**config.mk**
```make
export PLATFORM = sky130hd
export DESIGN_NAME = quad_decoder_v2
export DESIGN_NICKNAME = d
export VERILOG_FILES = /design/src/rtl/quad_decoder_v2.sv
export SDC_FILE = /design/constraint.sdc
export NUM_CORES = 1
export LEC_CHECK = 0
export ABC_AREA = 1
export CAP_MARGIN = 15
export CORE_ASPECT_RATIO = 0.7
export CORE_MARGIN = 3
export CORE_UTILIZATION = 25
export CTS_BUF_LIST = sky130_fd_sc_hd__clkbuf_4 sky130_fd_sc_hd__clkbuf_8
export DETAILED_ROUTE_END_ITERATION = 8
export PLACE_DENSITY = 0.42
export REMOVE_ABC_BUFFERS = 1
export SKIP_CTS_REPAIR_TIMING = 1
export SLEW_MARGIN = 5
export SYNTH_ARGS = -nofsm -noshare
export SYNTH_HDL_FRONTEND = slang
export SYNTH_SLANG_ARGS = --single-unit
export TNS_END_PERCENT = 50
```
**constraint.sdc**
```tcl
create_clock -name clk -period 9.2 [get_ports clk]
set_clock_uncertainty 0.1 [all_clocks]
set_input_delay 1.38 -clock clk [delete_from_list [all_inputs] [get_ports clk]]
set_output_delay 1.38 -clock clk [all_outputs]
set_load 0.01 [all_outputs]
```
**src/rtl/quad_decoder_v2.sv**
```systemverilog
`default_nettype none
// +----------------------------------------------------------------------------+
// | Module   : quad_decoder_v2                                                 |
// | Purpose  : Quadrature encoder decoder. Synchronises and glitch-filters the |
// |            A/B/I pins, decodes x1/x2/x4 steps into a wrapping position     |
// |            counter and measures a windowed signed step count (velocity).   |
// | Ports    : clk, rst            - clock, synchronous active-high reset      |
// |            quad_a/b/i          - asynchronous encoder pins                 |
// |            mode                - 00/11 x4, 01 x2, 10 x1                    |
// |            index_clr_en        - allow index rising edge to clear count    |
// |            preset, preset_val  - one-cycle load of the position counter    |
// |            err_clr             - one-cycle clear of the sticky error flag  |
// |            count_o, dir_o      - position and direction of last step       |
// |            err_o               - sticky illegal-transition flag            |
// |            vel_o, vel_valid_o  - net steps of last window, update strobe   |
// | Revision : 1.0 - initial release                                           |
// +----------------------------------------------------------------------------+
module quad_decoder_v2 #(
  parameter int                 CNT_W      = 32,
  parameter int                 FILT_LEN   = 4,
  parameter int                 VEL_PERIOD = 100000,
  parameter logic [CNT_W-1:0]   CNT_INIT   = {1'b0, {(CNT_W-1){1'b1}}}
) (
  input  logic             clk,
  input  logic             rst,
  input  logic             quad_a,
  input  logic             quad_b,
  input  logic             quad_i,
  input  logic [1:0]       mode,
  input  logic             index_clr_en,
  input  logic             preset,
  input  logic [CNT_W-1:0] preset_val,
  input  logic             err_clr,
  output logic [CNT_W-1:0] count_o,
  output logic             dir_o,
  output logic             err_o,
  output logic [CNT_W-1:0] vel_o,
  output logic             vel_valid_o
);

  localparam logic [CNT_W-1:0] ONE       = {{(CNT_W-1){1'b0}}, 1'b1};
  localparam logic [CNT_W-1:0] WIN_LAST  = CNT_W'(VEL_PERIOD - 1);
  localparam logic [8:0]       FILT_HELD = 9'(FILT_LEN);
  localparam logic [7:0]       FILT_SAT  = 8'(FILT_LEN);

  // Pin vector ordering: bit 2 = A, bit 1 = B, bit 0 = I.
  logic [2:0]       pins;
  logic [2:0]       sync1, sync2;
  logic [2:0]       cand;            // previous synchronised value
  logic [7:0]       cnt [3];         // consecutive cycles cand has been held
  logic [2:0]       filt;
  logic [2:0]       qualified;       // filter has accepted at least one level
  logic [8:0]       held [3];
  logic [2:0]       accept;

  logic             init_done;
  logic [1:0]       prev_ab;
  logic             prev_i;
  logic             i_qual_d;

  logic [CNT_W-1:0] win_cnt;
  logic [CNT_W-1:0] acc;
  logic [CNT_W-1:0] acc_step;

  logic [1:0]       new_ab;
  logic [1:0]       nxt_fwd, nxt_rev;
  logic             illegal, is_fwd, is_rev, a_edge, a_rise, mode_ok;
  logic             step_fwd, step_rev, idx_rise;

  assign pins = {quad_a, quad_b, quad_i};

  // Held count includes the current cycle; the counter saturates at FILT_LEN
  // so a long-stable level keeps being accepted without overflow.
  always_comb begin
    for (int k = 0; k < 3; k++) begin
      held[k]   = (sync2[k] == cand[k]) ? ({1'b0, cnt[k]} + 9'd1) : 9'd1;
      accept[k] = (held[k] >= FILT_HELD);
    end
  end

  // Forward order 00->10->11->01: next_fwd({a,b}) = {~b,a}, next_rev = {b,~a}.
  always_comb begin
    new_ab   = filt[2:1];
    nxt_fwd  = {~prev_ab[0], prev_ab[1]};
    nxt_rev  = {prev_ab[0], ~prev_ab[1]};
    illegal  = init_done && (new_ab == ~prev_ab);
    is_fwd   = init_done && (new_ab == nxt_fwd);
    is_rev   = init_done && (new_ab == nxt_rev);
    a_edge   = new_ab[1] ^ prev_ab[1];
    a_rise   = new_ab[1] & ~prev_ab[1];
    case (mode)
      2'b01:   mode_ok = a_edge;
      2'b10:   mode_ok = a_rise;
      default: mode_ok = 1'b1;
    endcase
    step_fwd = is_fwd & mode_ok;
    step_rev = is_rev & mode_ok;
    idx_rise = filt[0] & ~prev_i & i_qual_d;
    acc_step = acc;
    if (step_fwd)      acc_step = acc + ONE;
    else if (step_rev) acc_step = acc - ONE;
  end

  always_ff @(posedge clk) begin
    if (rst) begin
      sync1       <= '0;
      sync2       <= '0;
      cand        <= '0;
      filt        <= '0;
      qualified   <= '0;
      for (int k = 0; k < 3; k++) cnt[k] <= '0;
      init_done   <= 1'b0;
      prev_ab     <= '0;
      prev_i      <= 1'b0;
      i_qual_d    <= 1'b0;
      count_o     <= CNT_INIT;
      dir_o       <= 1'b0;
      err_o       <= 1'b0;
      vel_o       <= '0;
      vel_valid_o <= 1'b0;
      win_cnt     <= '0;
      acc         <= '0;
    end else begin
      sync1 <= pins;
      sync2 <= sync1;
      cand  <= sync2;
      for (int k = 0; k < 3; k++) begin
        cnt[k] <= accept[k] ? FILT_SAT : held[k][7:0];
        if (accept[k]) begin
          filt[k]      <= sync2[k];
          qualified[k] <= 1'b1;
        end
      end

      prev_i   <= filt[0];
      i_qual_d <= qualified[0];

      // The first qualified A/B pair only seeds the reference state.
      if (init_done) begin
        prev_ab <= new_ab;
      end else if (qualified[2] && qualified[1]) begin
        prev_ab   <= new_ab;
        init_done <= 1'b1;
      end

      if (preset)                         count_o <= preset_val;
      else if (idx_rise && index_clr_en)  count_o <= '0;
      else if (step_fwd)                  count_o <= count_o + ONE;
      else if (step_rev)                  count_o <= count_o - ONE;

      if (step_fwd)      dir_o <= 1'b1;
      else if (step_rev) dir_o <= 1'b0;

      if (illegal)      err_o <= 1'b1;
      else if (err_clr) err_o <= 1'b0;

      // The accumulator sees every qualified step, even those the counter drops.
      if (win_cnt == WIN_LAST) begin
        win_cnt     <= '0;
        vel_o       <= acc_step;
        acc         <= '0;
        vel_valid_o <= 1'b1;
      end else begin
        win_cnt     <= win_cnt + ONE;
        acc         <= acc_step;
        vel_valid_o <= 1'b0;
      end
    end
  end

endmodule
`default_nettype wire
```
==> results of run 1 <==
==> metrics by stage <==
| stage | util | hold WS [ns] |
|---|---|---|
| finish | 0.302 | 0.310 |
| global placement | 0.293 | 0.298 |
| floorplan | - | 0.288 |
| CTS | 0.302 | 0.317 |
| global route | 0.302 | 0.342 |
| detailed placement | 0.293 | 0.298 |
==> Yosys cell counts, types with 3 or more instances <==
master	n	area share
xor2_1	39	0.030
a21oi_1	99	0.044
nor3_2	3	0.0027
nand2_1	635	0.21
ha_1	46	0.051
inv_1	228	0.076
nor4_1	7	0.0039
or2_2	4	0.0022
nand3_1	129	0.058
xnor2_1	11	0.0086
and2_1	4	0.0022
o211ai_1	3	0.0020
nor3_1	41	0.018
nor3b_1	9	0.0060
o21a_1	3	0.0020
dfxtp_1	175	0.31
nand3b_1	3	0.0020
o21ai_0	41	0.018
buf_4	5	0.0034
inv_2	7	0.0023
nor2_1	204	0.068
nor2_2	3	0.0017
o21ai_1	16	0.0071
buf_2	26	0.012
nand4_1	34	0.019
nand2_2	5	0.0028
nor2_4	5	0.0050
clkbuf_1	18	0.0060
==> power by group <==
group / switching [mW] / internal [mW] / leakage, nW
clock: 0.353 / 0.207 / 0.197
combinational: 0.256 / 0.161 / 4.50
sequential: 0.0319 / 0.786 / 1.43
total: 0.641 / 1.15 / 6.13
==> area by class of cell <==
class,count,area (sq um),share of cell area
well taps,594,743,0.0560
clock inverters,15,166,0.0125
multi-input cells,1378,6610,0.498
repair buffers,116,1140,0.0855
clock buffers,17,234,0.0176
flip-flops and latches,175,3500,0.264
inverters,237,890,0.0670
==> sequential cells by signal, summed over array words and instances (netlist names), 2 cells and up <==
signal	count
sync1	3
sync2	3
vel_o	32
cand	3
count_o	32
acc	32
cnt	24
qualified	3
prev_ab	2
win_cnt	32
filt	3
==> worst max-delay path, cell delays in order <==
cell	delay (ns)
clkdlybuf4s50_1	0.48
inv_1	0.05
ha_1	0.28
inv_1	0.05
nand3_1	0.07
nand2_1	0.15
nor2_2	0.06
buf_4	0.25
inv_2	0.55
buf_4	0.55
ha_1	0.28
nand2_1	0.15
nor2_1	0.34
nand2_1	0.10
nand2_1	0.16
nand2_1	0.07
nand2_1	0.11
nand2_1	0.12
nand2_1	0.07
nand2_1	0.04
nand3_1	0.07
nand2_1	0.07
nand2_1	0.06
nand2_1	0.06
==> path summary, 6_finish.rpt <==
kind                    from           to  slack, ns  cells past startpoint
setup / recovery     mode[0]  count_o[24]       3.85                     24
hold / removal      sync1[0]     sync2[0]       0.31                      2
setup reg to reg  prev_ab[1]  count_o[24]       4.77                     24
hold reg to reg     sync1[0]     sync2[0]       0.31                      2
==> layer usage <==
metal	global-route usage	wire, microns	part of all wire	vias up
li1	-	-	-	5954
met1	0.242	19600	0.53	5082
met2	0.226	14500	0.39	227
met3	0.0286	1960	0.053	31
met4	0.0475	675	0.018	0
met5	0	0	0	-
==> logic make-up (layout without fill, tap and decap cells) <==
| group | after synthesis | count (layout) | share of synthesized area |
|---|---|---|---|
| xor+xnor | 50 | 50 | 0.0391 |
| buf+inv | 289 | 385 | 0.102 |
| fa+ha+maj | 47 | 47 | 0.0532 |
| compound gates | 175 | 175 | 0.0832 |
| simple gates | 1091 | 1091 | 0.409 |
| flops | 175 | 175 | 0.313 |
| other cells | 1 | 15 | 0.000335 |
==> summary.txt, run 1 <==
STA
  – Final Cycle Share: 0.581
  – Min Clock Period, post-route: 5.35 ns
  – TNS Setup: 0 ns
  – Peak Freq: about 0.19 GHz
  – Fin. Hold Viols: 0
  – Max-slew headroom: 0.406
  – RSZ-0062 raised after global routing: no
  – Finish-stage setup viols: 0
  – Fin worst setup slack: ~3.9 ns
  – Worst-Margin Slew: between 0.8 and 0.9 ns
  – Slew Limit Fails: 0

Drt
  – Initial DRT Pass Iterations: 5
  – Initial drt markers: between 600 and 700
  – Average vias per placed instance: around 4.5
  – DRC: 0
  – Routed Antenna Nets: 0
  – WL per Instance: 14.5 microns
  – Aggregate routed wire length: ~37 mm
  – Total number of vias: 11,300

CTS
  – # H-tree levels: 4
  – Reg clk slew, reported paths: between 0.1 and 0.15 ns
  – CTS Buffer Depth: 2
  – CTS Buf Count: 17
  – TritonCTS clock tree: yes
  – Root Buffer: clkbuf_8
  – TritonCTS Sinks: 175
  – Skew-Pair Late Insertion Delay: 0.50 ns

Synthesis
  – Yosys reg bits: between 150 and 200
  – Synthesized area: 11,200 sq um
  – Unique masters post-synth: 46
  – Warnings from Yosys: 0
  – Post-synth EDFFs: 0
  – Synth Flop Type: dfxtp_1
  – Synthesized area per cell: between 6 and 7 sq um
  – Share of synthesized flip-flops with an asynchronous set or reset: 0
  – Seq/Total Area, Yosys: 0.313
  – Post-Syn Instances: between 1,500 and 2,000

Die
  – Initial core utilization: 0.255
  – Number of I/O pins: 109
  – DIE HEIGHT: ~180 microns
  – Core ar.: 44,000 sq um
  – Die area: 47,400 sq um
  – Die width: approximately 260 microns
  – FP Rows: 64

Global routing
  – Largest net degree at the start of global routing: 65
  – Initial antenna violation count: 0
  – Vias in the first global route: 10,800
  – First-pass GRT wire length: 59.7 mm
  – GRT Total Usage: 0.159
  – GRT overflow: 0

Pwr
  – Leak pwr: between 6 and 7 nW
  – Overall power: 1.80 mW
  – Max IR drop VDD: about 0.085 mV
  – Power per Cell Area: 135 nW/um^2

Placement
  – Gp weighted congestion: slightly above 0.9
  – DP Cell Count: approximately 2,500
  – Placement-stage cell area: 12,900 sq um
  – Setup Slack @ Placement: roughly 3.3 ns
  – Dpl hpwl: 28.3 mm
  – IO Port Bufs: roughly 110

Cells and area
  – Fin cells: about 2,500
  – Ratio of cells with drive above 1 in the final layout: 0.0372
  – FILL cells: between 4,000 and 5,000
  – Most frequent cells in the layout: nand2_1, inv_1, nor2_1, dfxtp_1, nand3_1
  – Commonest non-fill, non-tap cell in the layout: nand2_1
  – Final instance area: between 10,000 and 15,000 sq um
  – Antenna fix cells: 0
  – Final-stage net count: ~2,000
  – Area Growth Syn to Fin: 18.6%

Worst setup path
  – Critical path class: in2reg
  – CP required: 9.50 ns
  – Type of destination of the critical path: flop
  – Critical Path Fanout Max: 40
  – CP Data Arrival Time: 5.64 ns
  – Setup crit start kind: input pin

Outcome
  – Outcome: complete, no violations

Flow run
  – Max-cap violations: 0

Min path
  – HP Class: reg2reg
Power figures use the tool's default switching activity.
==> inputs of run 2 (changes only) <==
--- a/config.mk
+++ b/config.mk
@@ -12,7 +12,7 @@
 export CORE_UTILIZATION = 25
 export CTS_BUF_LIST = sky130_fd_sc_hd__clkbuf_4 sky130_fd_sc_hd__clkbuf_8
 export DETAILED_ROUTE_END_ITERATION = 8
-export PLACE_DENSITY = 0.42
+export PLACE_DENSITY = 0.44
 export REMOVE_ABC_BUFFERS = 1
 export SKIP_CTS_REPAIR_TIMING = 1
 export SLEW_MARGIN = 5
==> constraint.sdc (replaced) <==
create_clock -name clk -period 4.6 [get_ports clk]
set_clock_uncertainty 0.1 [all_clocks]
set_input_delay 0.69 -clock clk [delete_from_list [all_inputs] [get_ports clk]]
set_output_delay 0.69 -clock clk [all_outputs]
set_load 0.01 [all_outputs]
==> run 2 against run 1 <==
  * Power up 100%
  * Non-clock buffer count is 10 higher
  * Sequential cell count did not move
  * First-iteration DRC count increased by 3.5%
  * Combinational power up 100%
  * Register-to-register slack worse by 3.8 ns
  * Setup slack got worse by 3.0 ns
  * Via count up 0.42%
  * Hold slack worse by 0.0075 ns
  * Highest routed layer is now met5
==> summary.txt, run 2 (same netlist as run 1, synthesis figures left out) <==
Cells and area
  – Storage element area: 3500 sq um (unchanged)
  – Commonest non-fill, non-tap cell in the layout: nand2_1
  – FILL cells: 4,874 (-1.2%)
  – Final-stage net count: 2,024 (+0.50%)
  – Post-layout util: 0.304 (+0.00162)
  – Ratio of cells with drive above 1 in the final layout: 0.0416 (+0.00445)
  – Area Growth Syn to Fin: 19.2%
  – Multi-input logic area: 6610 sq um (unchanged)
  – Fin cells: 2,542 (+0.39%)
  – Most frequent cells in the layout: nand2_1, inv_1, nor2_1, dfxtp_1, nand3_1

CTS
  – Skew-Pair Late Insertion Delay: 0.48 ns (-0.02 ns)
  – CTS Buf Count: 17 (unchanged)
  – TritonCTS Sinks: 175 (unchanged)
  – CTS Buffer Depth: 2 (unchanged)
  – # H-tree levels: 4 (unchanged)
  – Reg clk slew, reported paths: 0.10 ns (-0.02 ns)
  – TritonCTS clock tree: yes
  – Root Buffer: clkbuf_8

Pwr
  – Power per Cell Area: 270 nW/um^2 (+100%)
  – Part of the power in combinational logic: 0.235 (+0.003)
  – Overall power: 3.61 mW (+100%)
  – Max IR drop VDD: 0.178 mV (+110%)
  – Sw Share: 0.331 (-0.0263)
  – Seq pwr share: 0.453 (-0.003)
  – Pint: 2.41 mW (+110%)
  – Clock power frac: 0.311 (about the same)
  – Switching pwr: 1.19 mW (+86%)
  – Leak pwr: 6.18 nW (+0.91%)

Drt
  – Initial DRT Pass Iterations: 5 (unchanged)
  – DRC: 0 (unchanged)
  – WL per Instance: 14.8 microns (+1.9%)
  – Initial drt markers: 713 (+3.5%)
  – Routed Antenna Nets: 0 (unchanged)
  – Aggregate routed wire length: 37.6 mm (+2.3%)
  – Total number of vias: 11,300 (+0.42%)
  – Average vias per placed instance: 4.46 (about the same)

Worst setup path
  – Critical Path Fanout Max: 12 (-70%)
  – Critical path origin: mode[0]
  – Worst Reg-to-Reg Cells: 22 (-8.3%)
  – CP Data Arrival Time: 4.07 ns (-1.57 ns)
  – Max incr delay on CP: 0.49 ns (-0.06 ns)
  – Setup crit start kind: input pin
  – Reg-to-Reg Start: prev_ab[1]
  – Critical path class: in2reg
  – Crit-path cells: clkdlybuf4s50_1, inv_1, ha_1, inv_1, nand3_1, nand2_1, nor2_2, inv_2, buf_4, buf_4, ha_1, nand2_1, inv_1, nand2_1, nor2_1, nand4_1, nand3_1, nand2_1, nand2_1, o21ai_0, nand2_1, nand2_1
  – Critical Path Most Common Cell: nand2_1
  – Slowest cell on crit path: clkdlybuf4s50_1
  – Delay-heaviest family, CP: simple AND/OR/NAND/NOR gates
  – FF-to-FF setup slack: 1.00 ns (-3.77 ns)
  – Type of destination of the critical path: flop
  – Worst Path Buf+Inv: 7 (+1)
  – WP depth: 22 (-8.3%)
  – R2R Path End: count_o[20]
  – Crit path capture: count_o[20]
  – CP required: 4.89 ns (-4.61 ns)

STA
  – Worst-Margin Slew: 0.895 ns (+0.00573 ns)
  – Final Cycle Share: 0.823
  – Max-slew headroom: 0.403 (-0.00382)
  – Fin. Hold Viols: 0 (unchanged)
  – Finish-stage setup viols: 0 (unchanged)
  – TNS Setup: 0 ns (unchanged)
  – Min Clock Period, post-route: roughly 3.8 ns
  – Slew Limit Fails: 0 (unchanged)
  – Peak Freq: around 0.26 GHz
  – Final hold slack: 0.303 ns (-0.00755 ns)
  – RSZ-0062 raised after global routing: no

Die
  – FP Rows: 64 (unchanged)
  – Die width: 259 microns (unchanged)
  – DIE HEIGHT: 183 microns (unchanged)
  – Core ar.: 44,000 sq um (unchanged)
  – Initial core utilization: 0.255 (unchanged)
  – Number of I/O pins: 109 (unchanged)
  – Die area: 47,400 sq um (unchanged)

Global routing
  – GRT Total Usage: 0.160 (+0.00127)
  – First-pass GRT wire length: 60.0 mm (+0.47%)
  – Vias in the first global route: 10,900 (+0.065%)
  – GRT overflow: 0 (unchanged)
  – Initial antenna violation count: 2 (+2)
  – Largest net degree at the start of global routing: 44 (-32%)

Flow run
  – Max-cap violations: 0 (unchanged)

Min path
  – HP Class: reg2reg
  – Hold path start: sync1[1]

Placement
  – DP Cell Count: 2,510 (+0.40%)
  – Dpl hpwl: 29.0 mm (+2.3%)
  – Gp weighted congestion: 0.910 (-0.38%)
  – IO Port Bufs: 108 (unchanged)

Outcome
  – Outcome: complete, no violations
[run 2: changes by cell type in the layout (fill, tap and decap cells not counted), sizes merged]
cell | previous run | this run
buf | 9 | 19
inv | 244 | 237
diode | 0 | 1
clkinvlp | 2 | 0
bufinv | 0 | 2
clkbuf | 17 | 22
clkinv | 6 | 7
[run 2: routing by layer]
metal / vias up / GRT usage / share of wire
met1: 5128 / 0.246 / 0.55
met4: 2 / 0.0437 / 0.018
met5: - / 0 / 0.00035
met3: 30 / 0.0259 / 0.045
li1: 5966 / - / -
met2: 215 / 0.229 / 0.39
[run 2: cell type report]
| type | count | area share |
|---|---|---|
| Timing Repair Buffer | 126 | 0.0916 |
| Sequential cell | 175 | 0.262 |
| Multi-Input combinational cell | 1378 | 0.495 |
| Antenna cell | 1 | 0.000187 |
| Clock inverter | 9 | 0.00825 |
| Tap cell | 594 | 0.0557 |
| Clock buffer | 22 | 0.0203 |
| Inverter | 237 | 0.0666 |
[run 2: through the flow]
step,area [sq um],setup slack (ns)
detailed placement,13000,0.330
floorplan,11000,0.410
finish,13400,0.814
global route,13400,0.542
CTS,13400,0.865
global placement,13000,0.273
[run 2: how the worst min path moves through the flow]
stage	to	slack [ns]	depth (start not counted)
floorplan	sync2[0]	0.29	2
global placement	sync2[0]	0.30	2
detailed placement	sync2[1]	0.30	2
CTS	sync2[1]	0.31	2
global route	sync2[0]	0.33	2
finish	sync2[1]	0.30	2
[run 2: power groups by stage]
stage                     registers, mW  clock network [mW]  logic [mW]
final                              1.64                1.12       0.849
after global routing               1.64                1.23       0.976
after CTS                          1.64                1.18       0.853
after detailed placement           1.67                   0       0.847
after global placement             1.67                   0       0.848
after floorplan                    1.66                   0       0.539
[run 2: worst reg2reg max path, stage by stage (launching register included)]
cell	delay, ns
dfxtp_1	0.38
inv_1	0.08
ha_1	0.28
inv_1	0.07
nand2_1	0.05
nand3_1	0.06
nand2_1	0.14
nor2_2	0.20
inv_2	0.11
buf_4	0.19
buf_4	0.20
ha_1	0.38
nand2_1	0.10
inv_1	0.08
nand2_1	0.09
nor2_1	0.27
nand4_1	0.13
nand3_1	0.24
nand2_1	0.08
nand2_1	0.06
o21ai_0	0.09
nand2_1	0.06
nand2_1	0.06
==> inputs of run 3 (changes only) <==
--- a/config.mk
+++ b/config.mk
@@ -12,7 +12,7 @@
 export CORE_UTILIZATION = 25
 export CTS_BUF_LIST = sky130_fd_sc_hd__clkbuf_4 sky130_fd_sc_hd__clkbuf_8
 export DETAILED_ROUTE_END_ITERATION = 8
-export PLACE_DENSITY = 0.44
+export PLACE_DENSITY = 0.42
 export REMOVE_ABC_BUFFERS = 1
 export SKIP_CTS_REPAIR_TIMING = 1
 export SLEW_MARGIN = 5
==> constraint.sdc (replaced) <==
create_clock -name clk -period 3.85 [get_ports clk]
set_clock_uncertainty 0.1 [all_clocks]
set_input_delay 0.5775 -clock clk [delete_from_list [all_inputs] [get_ports clk]]
set_output_delay 0.5775 -clock clk [all_outputs]
set_load 0.01 [all_outputs]
==> run 3 against run 2 <==
  * Critical path depth stayed put
  * Register-to-register slack worse by 0.60 ns
  * Count of clock-buffer cells in the layout is 5 lower
  * Wire length is 0.30% higher
  * Power grew 21%
  * First-iteration DRC count is 2.4% higher
  * Sequential cell count stayed put
  * Core utilization rose by 0.75 points
  * Global-route usage about the same
  * Combinational power grew 25%
  * Via count rose by 0.86%
  * Critical endpoint unchanged
  * Largest cell class unchanged
  * Largest power group unchanged
  * Highest routed layer is now met4
==> summary.txt, run 3 (same netlist as run 1, synthesis figures left out) <==
Outcome
  – Outcome: complete, no violations

CTS
  – Root Buffer: clkbuf_8
  – Reg clk slew, reported paths: 0.12 ns (+0.02 ns)
  – TritonCTS clock tree: yes
  – TritonCTS Sinks: 175 (unchanged)
  – CTS Buf Count: 17 (unchanged)
  – # H-tree levels: 4 (unchanged)
  – CTS Buffer Depth: 2 (unchanged)
  – Skew-Pair Late Insertion Delay: 0.50 ns (+0.02 ns)

Pwr
  – Max IR drop VDD: 0.218 mV (+22%)
  – Part of the power in combinational logic: 0.243 (+0.008)
  – Pint: 2.80 mW (+16%)
  – Sw Share: 0.359 (+0.0276)
  – Leak pwr: 6.37 nW (+3.0%)
  – Seq pwr share: 0.447 (-0.006)
  – Overall power: 4.37 mW (+21%)
  – Power per Cell Area: 319 nW/um^2 (+18%)
  – Clock power frac: 0.311 (about the same)
  – Switching pwr: 1.57 mW (+31%)

Cells and area
  – Final instance area: 13,700 sq um (+2.5%)
  – Ratio of cells with drive above 1 in the final layout: 0.0599 (+0.0183)
  – Final-stage net count: 2,061 (+1.8%)
  – Commonest non-fill, non-tap cell in the layout: nand2_1
  – FILL cells: 4,868 (-0.12%)
  – Area Growth Syn to Fin: 22.1%
  – Most frequent cells in the layout: nand2_1, inv_1, nor2_1, dfxtp_1, nand3_1

Die
  – FP Rows: 64 (unchanged)
  – Die area: 47,400 sq um (unchanged)
  – DIE HEIGHT: 183 microns (unchanged)
  – Initial core utilization: 0.255 (unchanged)
  – Number of I/O pins: 109 (unchanged)
  – Core ar.: 44,000 sq um (unchanged)
  – Die width: 259 microns (unchanged)

Min path
  – Hold EP: sync2[0]
  – Hold Path Depth: 2 (unchanged)
  – HP Class: reg2reg
  – Hold path start: sync1[0]

STA
  – RSZ-0062 raised after global routing: no
  – Min Clock Period, post-route: 3.51 ns
  – Peak Freq: around 0.29 GHz
  – Final hold slack: 0.310 ns (+0.00686 ns)
  – Fin. Hold Viols: 0 (unchanged)
  – Final Cycle Share: 0.911
  – Finish-stage setup viols: 0 (unchanged)
  – Slew Limit Fails: 0 (unchanged)
  – Fin worst setup slack: 0.342 ns (-0.472 ns)
  – Max-slew headroom: 0.426 (+0.0238)
  – Worst-Margin Slew: 0.859 ns (-0.0356 ns)
  – TNS Setup: 0 ns (unchanged)

Worst setup path
  – R2R Path End: count_o[20]
  – CP required: 4.16 ns (-0.73 ns)
  – Reg-to-Reg Start: prev_ab[1]
  – Setup crit start kind: input pin
  – Type of destination of the critical path: flop
  – Critical Path Fanout Max: 23 (+11)
  – FF-to-FF setup slack: 0.40 ns (-0.60 ns)
  – Worst Reg-to-Reg Cells: 22 (unchanged)
  – CP Data Arrival Time: 3.82 ns (-0.25 ns)
  – Critical path class: in2reg

Global routing
  – GRT Total Usage: 0.161 (+0.000446)
  – First-pass GRT wire length: 60.3 mm (+0.52%)
  – Vias in the first global route: 11,000 (+0.95%)
  – Largest net degree at the start of global routing: 65 (+48%)
  – GRT overflow: 0 (unchanged)
  – Initial antenna violation count: 1 (-1)

Drt
  – WL per Instance: 14.6 microns (-1.2%)
  – Routed Antenna Nets: 0 (unchanged)
  – Initial DRT Pass Iterations: 5 (unchanged)
  – Total number of vias: 11,400 (+0.86%)
  – Initial drt markers: 730 (+2.4%)
  – Average vias per placed instance: 4.43 (-0.63%)
  – DRC: 0 (unchanged)
  – Aggregate routed wire length: 37.7 mm (+0.30%)

Placement
  – IO Port Bufs: 108 (unchanged)
  – Setup Slack @ Placement: -0.134 ns (-0.464 ns)
  – Dpl hpwl: 29.4 mm (+1.4%)
  – Gp weighted congestion: 0.891 (-2.1%)
  – Placement-stage cell area: 13,300 sq um (+2.4%)

Flow run
  – Max-cap violations: 0 (unchanged)
[run 3: changes by cell type in the layout (fill, tap and decap cells not counted), sizes merged]
cell / change
clkinvlp: +3
inv: +7
clkinv: -2
buf: +37
bufinv: -2
clkbuf: -5
[run 3: how the worst max path moves through the flow]
stage,startpoint,to,slack [ns],cells past startpoint
3_5_place_dp,mode[0],count_o[20],-0.13,22
6_report,mode[0],count_o[20],0.34,22
4_1_cts,mode[0],count_o[20],0.43,22
3_3_place_gp,mode[0],count_o[20],-0.18,22
5_1_grt,filt[2],count_o[20],0.08,21
2_1_floorplan,mode[0],count_o[16],-0.23,19
[run 3: final cells by class]
class | instances | area, sq um | area share
multi-input cells | 1378 | 6610 | 0.483
inverters | 237 | 890 | 0.0650
flip-flops and latches | 175 | 3500 | 0.256
clock inverters | 15 | 163 | 0.0119
repair buffers | 163 | 1540 | 0.112
well taps | 594 | 743 | 0.0543
diodes | 1 | 2.50 | 0.000183
clock buffers | 17 | 234 | 0.0171
[run 3: stage by stage]
stage / util / std cells
after global placement: 0.302 / 2547
final: 0.311 / 2580
after global routing: 0.311 / 2580
after CTS: 0.311 / 2579
after floorplan: - / 1790
after detailed placement: 0.302 / 2547
[run 3: power by group through the flow]
stage	registers (mW)	clock network (mW)	logic, mW
2_1_floorplan	1.99	0	0.644
3_3_place_gp	1.99	0	1.06
3_5_place_dp	2.00	0	1.06
4_1_cts	1.95	1.43	1.07
5_1_grt	1.97	1.49	1.21
6_report	1.95	1.36	1.06
[run 3: routing by layer]
metal,share of wire,global-route usage,up-vias
li1,-,-,6039
met1,0.55,0.241,5175
met2,0.40,0.239,207
met3,0.043,0.0312,17
met4,0.0077,0.0297,0
met5,0,0,-
[run 3: critical path, cell delays in order]
cell and delay [ns]:
clkdlybuf4s50_1 0.50, inv_1 0.05, ha_1 0.27, inv_1 0.04, nand3_1 0.08, nand2_1 0.09, nor2_2 0.16, inv_2 0.07
buf_12 0.16, buf_12 0.16, ha_1 0.35, nand2_1 0.09, inv_1 0.08, nand2_1 0.11, nor2_1 0.28, nand4_1 0.16
nand3_1 0.24, nand2_1 0.09, nand2_1 0.06, o21ai_0 0.09, nand2_1 0.07, nand2_1 0.04
